## src/rtl/param_mem.sv

```systemverilog
// Parametrised single-port synchronous data/instruction memory.
// After reset it clears every word, then loads the boot instruction. Reads are registered.
module param_mem #(
    parameter int                DATA_W    = 16,
    parameter int                ADDR_W    = 16,
    parameter int                DEPTH     = 16,
    parameter int                BOOT_ADDR = 0,
    parameter logic [DATA_W-1:0] BOOT_WORD = DATA_W'(16'b0010011111100111)
) (
    input  logic              CLK,
    input  logic              reset,
    input  logic              MemRead,
    input  logic              MemWrite,
    input  logic [ADDR_W-1:0] ADDR,
    input  logic [DATA_W-1:0] Data_in,
    output logic [DATA_W-1:0] Data_out,
    output logic              rd_valid,
    output logic              busy,
    output logic              addr_err
);

    localparam int IDX_W = (DEPTH > 1) ? $clog2(DEPTH) : 1;
    localparam logic [IDX_W-1:0] LAST_IDX = IDX_W'(DEPTH - 1);
    localparam logic [IDX_W-1:0] BOOT_IDX = IDX_W'(BOOT_ADDR);

    typedef enum logic [1:0] {CLEAR, BOOT, READY} state_t;

    state_t            state_q, state_d;
    logic [IDX_W-1:0]  clr_ptr_q, clr_ptr_d;
    logic [DATA_W-1:0] mem [DEPTH];
    logic [DATA_W-1:0] data_out_q;
    logic              rd_valid_q, busy_q, addr_err_q;

    logic              in_range;
    logic [IDX_W-1:0]  idx;
    logic              we;
    logic [IDX_W-1:0]  waddr;
    logic [DATA_W-1:0] wdata;
    logic              rd_accept;
    logic              err_d;

    // Full-width compare so out-of-range addresses can never alias onto a low word.
    assign in_range = ({1'b0, ADDR} < (ADDR_W + 1)'(DEPTH));
    assign idx      = ADDR[IDX_W-1:0];

    always_ff @(posedge CLK) begin
        if (reset) begin
            state_q   <= CLEAR;
            clr_ptr_q <= '0;
        end else begin
            state_q   <= state_d;
            clr_ptr_q <= clr_ptr_d;
        end
    end

    always_comb begin
        state_d   = state_q;
        clr_ptr_d = clr_ptr_q;
        we        = 1'b0;
        waddr     = '0;
        wdata     = '0;
        rd_accept = 1'b0;
        err_d     = 1'b0;
        case (state_q)
            CLEAR: begin
                we    = 1'b1;
                waddr = clr_ptr_q;
                if (clr_ptr_q == LAST_IDX) begin
                    state_d = BOOT;
                end else begin
                    clr_ptr_d = clr_ptr_q + 1'b1;
                end
            end
            BOOT: begin
                we      = 1'b1;
                waddr   = BOOT_IDX;
                wdata   = BOOT_WORD;
                state_d = READY;
            end
            READY: begin
                we        = MemWrite && in_range;
                waddr     = idx;
                wdata     = Data_in;
                rd_accept = MemRead;
                err_d     = (MemRead || MemWrite) && !in_range;
            end
            default: state_d = CLEAR;
        endcase
    end

    // Storage is deliberately left alone on reset edges.
    always_ff @(posedge CLK) begin
        if (!reset && we) begin
            mem[waddr] <= wdata;
        end
    end

    // Read-first: a same-address write lands after the old word is captured.
    always_ff @(posedge CLK) begin
        if (reset) begin
            data_out_q <= '0;
            rd_valid_q <= 1'b0;
            addr_err_q <= 1'b0;
            busy_q     <= 1'b1;
        end else begin
            rd_valid_q <= rd_accept;
            addr_err_q <= err_d;
            busy_q     <= (state_d != READY);
            if (rd_accept) begin
                data_out_q <= in_range ? mem[idx] : '0;
            end
        end
    end

    assign Data_out = data_out_q;
    assign rd_valid = rd_valid_q;
    assign busy     = busy_q;
    assign addr_err = addr_err_q;

endmodule

```

## config.mk

```make
export PLATFORM = sky130hd
export DESIGN_NAME = param_mem
export DESIGN_NICKNAME = d
export VERILOG_FILES = /design/src/rtl/param_mem.sv
export SDC_FILE = /design/constraint.sdc
export NUM_CORES = 1
export LEC_CHECK = 0
export ABC_AREA = 1
export BUFFER_PORTS_ARGS = -buffer_cell sky130_fd_sc_hd__buf_4
export CELL_PAD_IN_SITES_DETAIL_PLACEMENT = 1
export CELL_PAD_IN_SITES_GLOBAL_PLACEMENT = 2
export CORE_MARGIN = 10
export CORE_UTILIZATION = 41
export CTS_CLUSTER_DIAMETER = 200
export DETAILED_ROUTE_END_ITERATION = 8
export GPL_ROUTABILITY_DRIVEN = 0
export PLACE_DENSITY_LB_ADDON = 0.1
export SETUP_SLACK_MARGIN = 0.5
export SKIP_LAST_GASP = 1
export SYNTH_ARGS = -nofsm -noshare
export SYNTH_HDL_FRONTEND = slang
export SYNTH_SLANG_ARGS = --single-unit
export TNS_END_PERCENT = 30
```

## constraint.sdc

```tcl
create_clock -name CLK -period 3.1 [get_ports CLK]
set_input_delay 0.155 -clock CLK [delete_from_list [all_inputs] [get_ports CLK]]
set_output_delay 0.155 -clock CLK [all_outputs]
set_load 0.03 [all_outputs]
```

==> results of run 1 <==
[cell families after synthesis]
logic type | count (synthesis)
adder cells (fa/ha/maj) | 6
AO/OA/AOI/OAI | 42
AND/OR/NAND/NOR | 583
buffers and inverters | 96
flip-flops | 281
[layout make-up]
| type | instances | area [sq um] |
|---|---|---|
| fill | 2955 | 14300 |
| clock buffer | 40 | 830 |
| clock inverter | 14 | 130 |
| sequential | 281 | 8190 |
| inverter | 37 | 141 |
| tap | 378 | 473 |
| multi-input combinational | 631 | 2890 |
| timing repair buffer | 100 | 796 |
[synthesized netlist by cell type]
library cell / count / area, sq um
o21ai_2: 1 / 8.76
buf_1: 3 / 11.3
clkbuf_1: 11 / 41.3
edfxtp_1: 256 / 7690
buf_4: 15 / 113
nand4_1: 2 / 12.5
ha_1: 6 / 75.1
o21ai_0: 6 / 30.0
nand3_1: 240 / 1200
nor2_1: 20 / 75.1
a21oi_1: 31 / 155
dfxtp_1: 25 / 500
inv_2: 3 / 11.3
nor2_4: 1 / 11.3
nor3_1: 9 / 45.0
o22ai_2: 1 / 12.5
nand3_2: 1 / 10.0
buf_6: 2 / 22.5
o22ai_1: 2 / 12.5
nand2_1: 310 / 1160
clkinv_1: 1 / 3.75
inv_1: 33 / 124
a211o_1: 1 / 8.76
buf_2: 28 / 140
[flip-flops by register name (all words and copies together), names as in the netlist]
name,flops
Data_out,16
addr_err,1
busy,1
clr_ptr_q,4
mem,256
rd_valid,1
state_q,2
[metal layers]
metal  vias to the layer above  GRT usage  part of all wire
met5                         -          0                 0
met4                         0     0.0549             0.026
met3                        44     0.0213             0.034
met2                       138      0.323              0.51
met1                      3870      0.229              0.43
li1                       3672          -                 -
[worst max-delay path, stage by stage (launching register included)]
cell     delay [ps]
dfxtp_1         360
inv_1           120
ha_1            290
inv_1           120
o22ai_1         240
nand4_1         300
nor2_2          200
buf_4           310
[what timing repair did]
| action | CTS | global route |
|---|---|---|
| hold buffers | 3 | 0 |
| endpoints found under the hold margin | 19 | 0 |
| endpoints found under the setup margin | 0 | 0 |
[per-stage QoR]
stage / worst slack [ps] / total power, W / utilization / area, sq um
after global placement: 882 / 0.00463 / 0.450 / 12500
after global routing: 652 / 0.00833 / 0.485 / 13400
after floorplan: 310 / 0.00446 / - / 11500
final: 835 / 0.00803 / 0.485 / 13400
after detailed placement: 832 / 0.00463 / 0.450 / 12500
after CTS: 802 / 0.00812 / 0.485 / 13400
[where the power goes]
group | switching, W | internal, W | total (W)
registers | 0.0000103 | 0.00412 | 0.00413
clock network | 0.00145 | 0.00204 | 0.00348
logic | 0.000288 | 0.000131 | 0.000418
total | 0.00174 | 0.00629 | 0.00803
[how the worst max path moves through the flow]
stage	start	to	slack [ps]
2_1_floorplan	state_q[0]	mem[9][0]	310
3_3_place_gp	state_q[0]	mem[6][15]	880
3_5_place_dp	state_q[0]	mem[6][13]	830
4_1_cts	state_q[0]	mem[6][11]	800
5_1_grt	state_q[0]	mem[6][15]	650
6_report	state_q[0]	mem[6][6]	830
==> metrics.md, run 1 <==
| Metric | Value |
|---|---|
| Status | finished, final reports clean |
| Core Footprint | 27700 sq um |
| Synth warn | 0 |
| P&R area growth vs syn | 17.2% |
| Peak Freq | 441 MHz |
| Final ANT Viol Nets | 0 |
| Mean Syn Cell Area | 11.4 sq um |
| Non-Filler Instances | 1481 |
| H-tree Lvls | 1 |
| DIE AREA | 35100 sq um |
| Top Ports | 55 |
| Most common cell after layout, fill and taps aside | nand2_1 |
| Clock sink count | 281 |
| NumNets Final | 1123 |
| Post-Syn Area | around 11000 sq um |
| Die Height | 187 um |
| Arr. time, crit path | 2490 ps |
| Worst VDD drop | 0.402 mV |
| Proportion of synthesized area in mux cells | 0 |
| Routed WL | ~33 mm |
| Internal reg-to-reg setup slack | 830 ps |
| Detailed router's first-iteration violation count | between 500 and 600 |
| Hold Crit Class | input pin to flip-flop |
| First-pass DRT Iterations | 5 |
| Number of diodes | 0 |
| Tcrit/Tclk final | 0.731 |
| Num rows | 61 |
| Unrepaired setup endpoints after global routing | no |
| Layout cell share with drive strength beyond 1 | 0.149 |
| CP Class | flip-flop to flip-flop |
| Clk slew on worst S/H paths | approximately 60 ps |
| Crit end category | flip-flop |
| Slew headroom | 0.571 |
| Largest net degree at the start of global routing | 89 |
| Initial core utilization | 0.414 |
| Final Max Tran Viols | 0 |
| Routed vias/inst | 5.22 |
| Hold_ws | ~170 ps |
| Synth Area in Compound Gates | 0.0198 |
| Post-synthesis adder-cell area fraction | 0.00654 |
| Highest-count cells in the layout ignoring fill and taps | 310 x nand2_1, 256 x edfxtp_1, 240 x nand3_1 |
| Placed insts | approximately 1400 |
| HPWL Detailed | about 21 mm |
| Mapped Nets | 1050 |
| WL/cell | between 20 and 25 um |
| Hold path startpoint | ADDR[3] |
| Max-Cap Viols | 0 |
| Data required, critical path | 3330 ps |
| RR Endpoint | mem[6][6] |
| Xor/xnor share of the synthesized area | 0 |
| Pin slew with the least headroom to its limit | between 600 and 700 ps |
| Port Buffers | 54 |
| Hold path depth | 4 |
| FF+latch count, synth | about 280 |
| Vias in the first global route | ~8000 |
| Sequential area share after synthesis | 0.713 |
| Initial antenna violation count | 0 |
| WHS Endpoint | Data_out[12] |
| RR Startpoint | state_q[0] |
| TritonCTS clock tree | built |
| Root Buffer Master | clkbuf_16 |
| Routed vias | slightly below 8000 |
| GR Overflow Total | 0 |
| Residual DRC count | 0 |
| Die width | ~190 um |
| Period minus WS final | approximately 2300 ps |
| Power per cell area | 597 nW/um^2 |
| Post-CTS resize count | 0 |
| Syn Inst Count | 1008 |
| Setup TNS | 0 ps |
| Worst-path maximum fanout | 16 |
| CP startpoint kind | flip-flop |
| Reg2reg path depth | 7 |
| Leak | 5.06 nW |
| Largest family of logic cells by synthesized area | simple AND/OR/NAND/NOR gates |
| First-pass GRT wire length | ~50 mm |
| Endpoints failing hold | 0 |
| Synth unique cells | 24 |
| Tot GR Track Use | 0.183 |
| Clock Latency Late Sink | between 500 and 600 ps |
| Final setup fails | 0 |
| Clock skew | 7.05 ps |
| Num CTS Buffers | 30 |
| Simple-Gate Fraction of Synth Area | 0.219 |
| Setup bufs post-CTS | 0 |
| CTS Buffer Depth | 3 |
Note: power is estimated with default switching activity, not from simulation.
==> run 2, diff against run 1 <==
CORE_UTILIZATION = 37   (was 41)
clock period = 2 ns   (was 3.1 ns; I/O delays follow)
==> metrics.md, run 2 (synthesis results as in run 1) <==
| Metric | Value |
|---|---|
| Tot GR Track Use | 0.180 |
| Detailed router's first-iteration violation count | a little over 500 |
| Tcrit/Tclk final | 1.01 |
| Most common cell after layout, fill and taps aside | nand2_1 |
| Routed vias/inst | 5.19 |
| Clock skew | between 10 and 15 ps |
| Largest Register | mem |
| Peak Freq | just under 500 MHz |
| HPWL Detailed | between 20 and 25 mm |
| Leak | approximately 5.6 nW |
| Core Footprint | 30600 sq um |
| Period minus WS final | 2020 ps |
| Num rows | 64 |
| Clk slew on worst S/H paths | 60 ps |
| Crit. Startpoint | state_q[0] |
| Die width | 196 um |
| Status | finished, violations left |
| TritonCTS clock tree | built |
| First-pass GRT wire length | 53.2 mm |
| CP Class | flip-flop to flip-flop |
| Failing checks | negative setup slack |
| RR Startpoint | state_q[0] |
| Layout cell share with drive strength beyond 1 | 0.219 |
| Num CTS Buffers | 31 |
| CP startpoint kind | flip-flop |
| Unrepaired setup endpoints after global routing | yes |
| Hold path startpoint | Data_in[12] |
| Final Max Tran Viols | 0 |
| GR Overflow Total | 0 |
| Largest register FFs | 256 |
| Initial core utilization | 0.375 |
| H-tree Lvls | 1 |
| Slew headroom | 0.711 |
| Port Buffers | 54 |
| Final ANT Viol Nets | 0 |
| Root Buffer Master | clkbuf_16 |
| DP Area | 13100 sq um |
| Residual DRC count | 0 |
| Max-Cap Viols | 0 |
| Initial antenna violation count | 0 |
| Hold Crit Class | input pin to flip-flop |
| Final WS setup | -15.6 ps |
| Pin slew with the least headroom to its limit | 434 ps |
| DIE AREA | 38500 sq um |
| Power per cell area | between 800 and 900 nW/um^2 |
| NumNets Final | 1188 |
| WL/cell | 22.7 um |
| P&R area growth vs syn | 27.9% |
| Number of diodes | 0 |
| Largest net degree at the start of global routing | 65 |
| Placed insts | 1477 |
| Clock Latency Late Sink | 570 ps |
| Die Height | 196 um |
| Final setup fails | 36 |
| Routed vias | 8127 |
| Finished Cell Area | 14700 sq um |
| Arr. time, crit path | 2290 ps |
| Highest-count cells in the layout ignoring fill and taps | 302 x nand2_1, 256 x edfxtp_1, 239 x nand3_1 |
| Non-Filler Instances | 1567 |
| Vias in the first global route | roughly 8700 |
| Data required, critical path | roughly 2300 ps |
| Top Ports | 55 |
| Worst VDD drop | between 0.6 and 0.7 mV |
| First-pass DRT Iterations | 5 |
| Crit end category | flip-flop |
| CTS Buffer Depth | 3 |
| Hold_ws | between 70 and 80 ps |
| Routed WL | 35.6 mm |
| Endpoints failing hold | 0 |
| Util after Layout | 0.480 |
| Worst-path maximum fanout | 9 |
| Clock sink count | 281 |
## run 2: area by class of cell
class,instances,area (sq um)
fillers,3198,15900
flip-flops and latches,281,8200
multi-input cells,631,3120
repair buffers,163,1700
clock buffers,51,921
well taps,396,495
inverters,37,164
clock inverters,7,75.1
repair inverters,1,7.51
## run 2: final timing paths
kind,to,slack [ps],cells past startpoint
setup / recovery,mem[4][10],-20,9
hold / removal,mem[0][12],70,4
setup reg to reg,mem[4][10],-20,9
hold reg to reg,Data_out[6],470,2
## run 2: metrics by stage
| stage | total power [W] | worst slack (ps) | setup TNS (ps) |
|---|---|---|---|
| 2_1_floorplan | 0.00696 | -33.2 | -4000 |
| 3_3_place_gp | 0.00727 | -154 | -5420 |
| 3_5_place_dp | 0.00728 | -248 | -11160 |
| 4_1_cts | 0.0128 | 48.3 | 0 |
| 5_1_grt | 0.0132 | -77.4 | -4130 |
| 6_report | 0.0127 | -15.6 | -255 |
## run 2: metal layers
metal,share of wire,global-route usage
met5,0,0
met4,0.020,0.0393
met3,0.029,0.0206
met2,0.51,0.314
met1,0.45,0.234
## run 2: report_power, final
part	internal, W	leakage (nW)	switching (W)
Combinational	0.000288	2.26	0.000500
Sequential	0.00639	2.83	0.0000162
Clock	0.00326	0.491	0.00228
## run 2: timing repair
item                       CTS  global route
setup endpoints to repair  432           530
buffers inserted            13             9
hold buffers                 4             0
hold endpoints to repair    10             0
gates resized for setup     26            28
gates cloned                 1             5
pin swaps                    8             6
## run 2: critical path, stage by stage (launching register included)
cell and delay, ps:
dfxtp_4 360, inv_4 80, ha_4 180, nand3_4 90
o21ai_4 250, buf_6 140, nand4_1 130, buf_4 190
nor2_4 140, buf_12 150
==> run 3, diff against run 2 <==
ABC_AREA = not set   (was 1)
CORE_UTILIZATION = 51   (was 37)
clock period = 2.42 ns   (was 2 ns; I/O delays follow)
==> metrics.md, run 3 <==
| Metric | Value |
|---|---|
| Die width | 167 um |
| Cell-internal power | 0.00801 W |
| Async S/R FF share, synth | 0 |
| Highest-count cells in the layout ignoring fill and taps | 256 x edfxtp_1, 108 x buf_4, 64 x mux4_2 |
| Top cell type by total area after synthesis | edfxtp_1 |
| Unrepaired setup endpoints after global routing | yes |
| Data required, critical path | 2650 ps |
| Final ANT Viol Nets | 0 |
| Leak | between 4 and 5 nW |
| Top FF cell, synth | edfxtp_1 |
| Worst-path maximum fanout | 16 |
| Net Sw Power | just over 0.002 W |
| Endpoints failing hold | 0 |
| Final setup fails | 0 |
| CP startpoint kind | flip-flop |
| Mapped Nets | 608 |
| Mean Syn Cell Area | between 15 and 20 sq um |
| Fill count | 1785 |
| Clock Latency Late Sink | 540 ps |
| First-pass DRT Iterations | 4 |
| Routed vias | 6167 |
| Clock skew | ~13 ps |
| Power per cell area | between 700 and 800 nW/um^2 |
| RR Startpoint | state_q[0] |
| Final WS setup | 175 ps |
| First-pass GRT wire length | 44.4 mm |
| Comb power frac | 0.053 |
| Die Height | about 170 um |
| Util after Layout | 0.665 |
| H-tree Lvls | 1 |
| Clk slew on worst S/H paths | around 60 ps |
| Initial core utilization | 0.523 |
| CTS Buffer Depth | 3 |
| Sequential area share after synthesis | 0.740 |
| Largest register FFs | 256 |
| Post-Syn Area | 11100 sq um |
| GR Overflow Total | 0 |
| Slew headroom | 0.533 |
| Top-count cell post-synth | edfxtp_1 |
| Detailed router's first-iteration violation count | 562 |
| Top Ports | 55 |
| Crit end category | flip-flop |
| Reg power frac | 0.527 |
| Clock sink count | 281 |
| Root Buffer Master | clkbuf_16 |
| DP Worst Slack | -370 ps |
| Period minus WS final | 2250 ps |
| Number of diodes | 0 |
| Routed vias/inst | between 6 and 7 |
| Top cells by instance count after synthesis | 256 x edfxtp_1, 64 x mux4_2, 25 x dfxtp_1, 18 x clkbuf_1, 18 x o21ai_0 |
| Top post-synthesis cells by area | edfxtp_1 70%, mux4_2 13%, dfxtp_1 4.5%, mux2_2 1.6%, mux2i_1 1.4% |
| Layout cell share with drive strength beyond 1 | 0.428 |
| HPWL Detailed | 17.2 mm |
| Tot GR Track Use | 0.209 |
| Hold Crit Class | input pin to flip-flop |
| Final Max Tran Viols | 0 |
| Max-Cap Viols | 0 |
| P&R area growth vs syn | 27.1% |
| Routed WL | 29.7 mm |
| Num CTS Buffers | 28 |
| Synth warn | 0 |
| Worst VDD drop | roughly 0.47 mV |
| Port Buffers | 54 |
| Clk network pwr share | 0.420 |
| Status | finished, final reports clean |
| Residual DRC count | 0 |
| Vias in the first global route | 6903 |
| Arr. time, crit path | 2470 ps |
| Synth unique cells | 40 |
| Largest Register | mem |
| Post-synth top area share | 0.695 |
| Num rows | 53 |
| Largest net degree at the start of global routing | 44 |
| Core Footprint | ~21000 sq um |
| WL/cell | 29.1 um |
| Hold path startpoint | MemWrite |
| Peak Freq | 445 MHz |
| NumNets Final | 764 |
| Syn Inst Count | 566 |
| Crit. Startpoint | state_q[0] |
| FF+latch count, synth | about 280 |
| Switching Share | 0.204 |
| Tcrit/Tclk final | 0.928 |
| Pin slew with the least headroom to its limit | 701 ps |
| Most common cell after layout, fill and taps aside | edfxtp_1 |
| TritonCTS clock tree | built |
| CP Class | flip-flop to flip-flop |
| Number of flops mapped to enable cells by yosys | 256 |
| DIE AREA | 28000 sq um |
| Initial antenna violation count | 0 |
run 3: power groups by stage:
| stage | clock (W) | combinational [W] | sequential [W] |
|---|---|---|---|
| floorplan | 0 | 0.000287 | 0.00540 |
| global placement | 0 | 0.000467 | 0.00540 |
| detailed placement | 0 | 0.000481 | 0.00540 |
| CTS | 0.00425 | 0.000509 | 0.00530 |
| global route | 0.00449 | 0.000567 | 0.00530 |
| finish | 0.00422 | 0.000536 | 0.00530 |
run 3: repair_timing:
| item | CTS | global route |
|---|---|---|
| pin swaps | 13 | 12 |
| gates cloned | 3 | 2 |
| hold endpoints to repair | 9 | 0 |
| setup buffers | 29 | 7 |
| setup endpoints to repair | 256 | 258 |
| resized for setup | 33 | 15 |
| hold buffers | 3 | 0 |
run 3: per-stage QoR:
stage | hold WS (ps) | total power (W) | TNS [ps] | cells | area [sq um]
2_1_floorplan | 271 | 0.00568 | -1120 | 566 | 11300
3_3_place_gp | 453 | 0.00586 | -10480 | 923 | 12500
3_5_place_dp | 458 | 0.00589 | -15950 | 923 | 12500
4_1_cts | 26.7 | 0.0101 | 0 | 1009 | 13900
5_1_grt | 79.8 | 0.0104 | 0 | 1018 | 14100
6_report | 43.3 | 0.0101 | 0 | 1018 | 14100
run 3: layout make-up:
cell class,instances,area (sq um),share of cell area
timing repair buffer,159,1640,0.117
inverter,4,15.0,0.00107
clock inverter,15,128,0.00908
sequential,281,8190,0.583
multi-input combinational,248,2960,0.211
tap,275,344,0.0245
clock buffer,36,772,0.0549
run 3: critical path, cell delays in order, from the launching register on:
cell and delay (ps):
dfxtp_2 330, inv_2 80, ha_4 160, buf_8 120, and2_4 150, buf_4 110
a32o_1 140, nand3b_1 270, nor3_4 320, buf_12 230
run 3: per-layer routing:
layer / share of wire / global-route usage / routed length, um / up-vias
met4: 0.018 / 0.0560 / 543 / 0
li1: - / - / - / 2625
met2: 0.53 / 0.375 / 15800 / 236
met3: 0.053 / 0.0365 / 1580 / 39
met5: 0 / 0 / 0 / -
met1: 0.40 / 0.254 / 11800 / 3267
run 3: kinds of logic after synthesis:
kind of cell               share of synthesized area
DFF                                            0.740
and+or+nand+nor                               0.0400
AOI/OAI and AO/OA                             0.0362
adders and majority gates                    0.00679
buffers and inverters                         0.0140
muxes                                          0.161
xor gates and xnor gates                     0.00158
run 3: worst paths after layout:
path                                     to  slack (ps)  cells past startpoint
worst min-delay path               addr_err          40                      4
worst max register to register    mem[7][4]         170                      9
worst max-delay path              mem[7][4]         170                      9
worst min register to register  Data_out[1]         480                      2
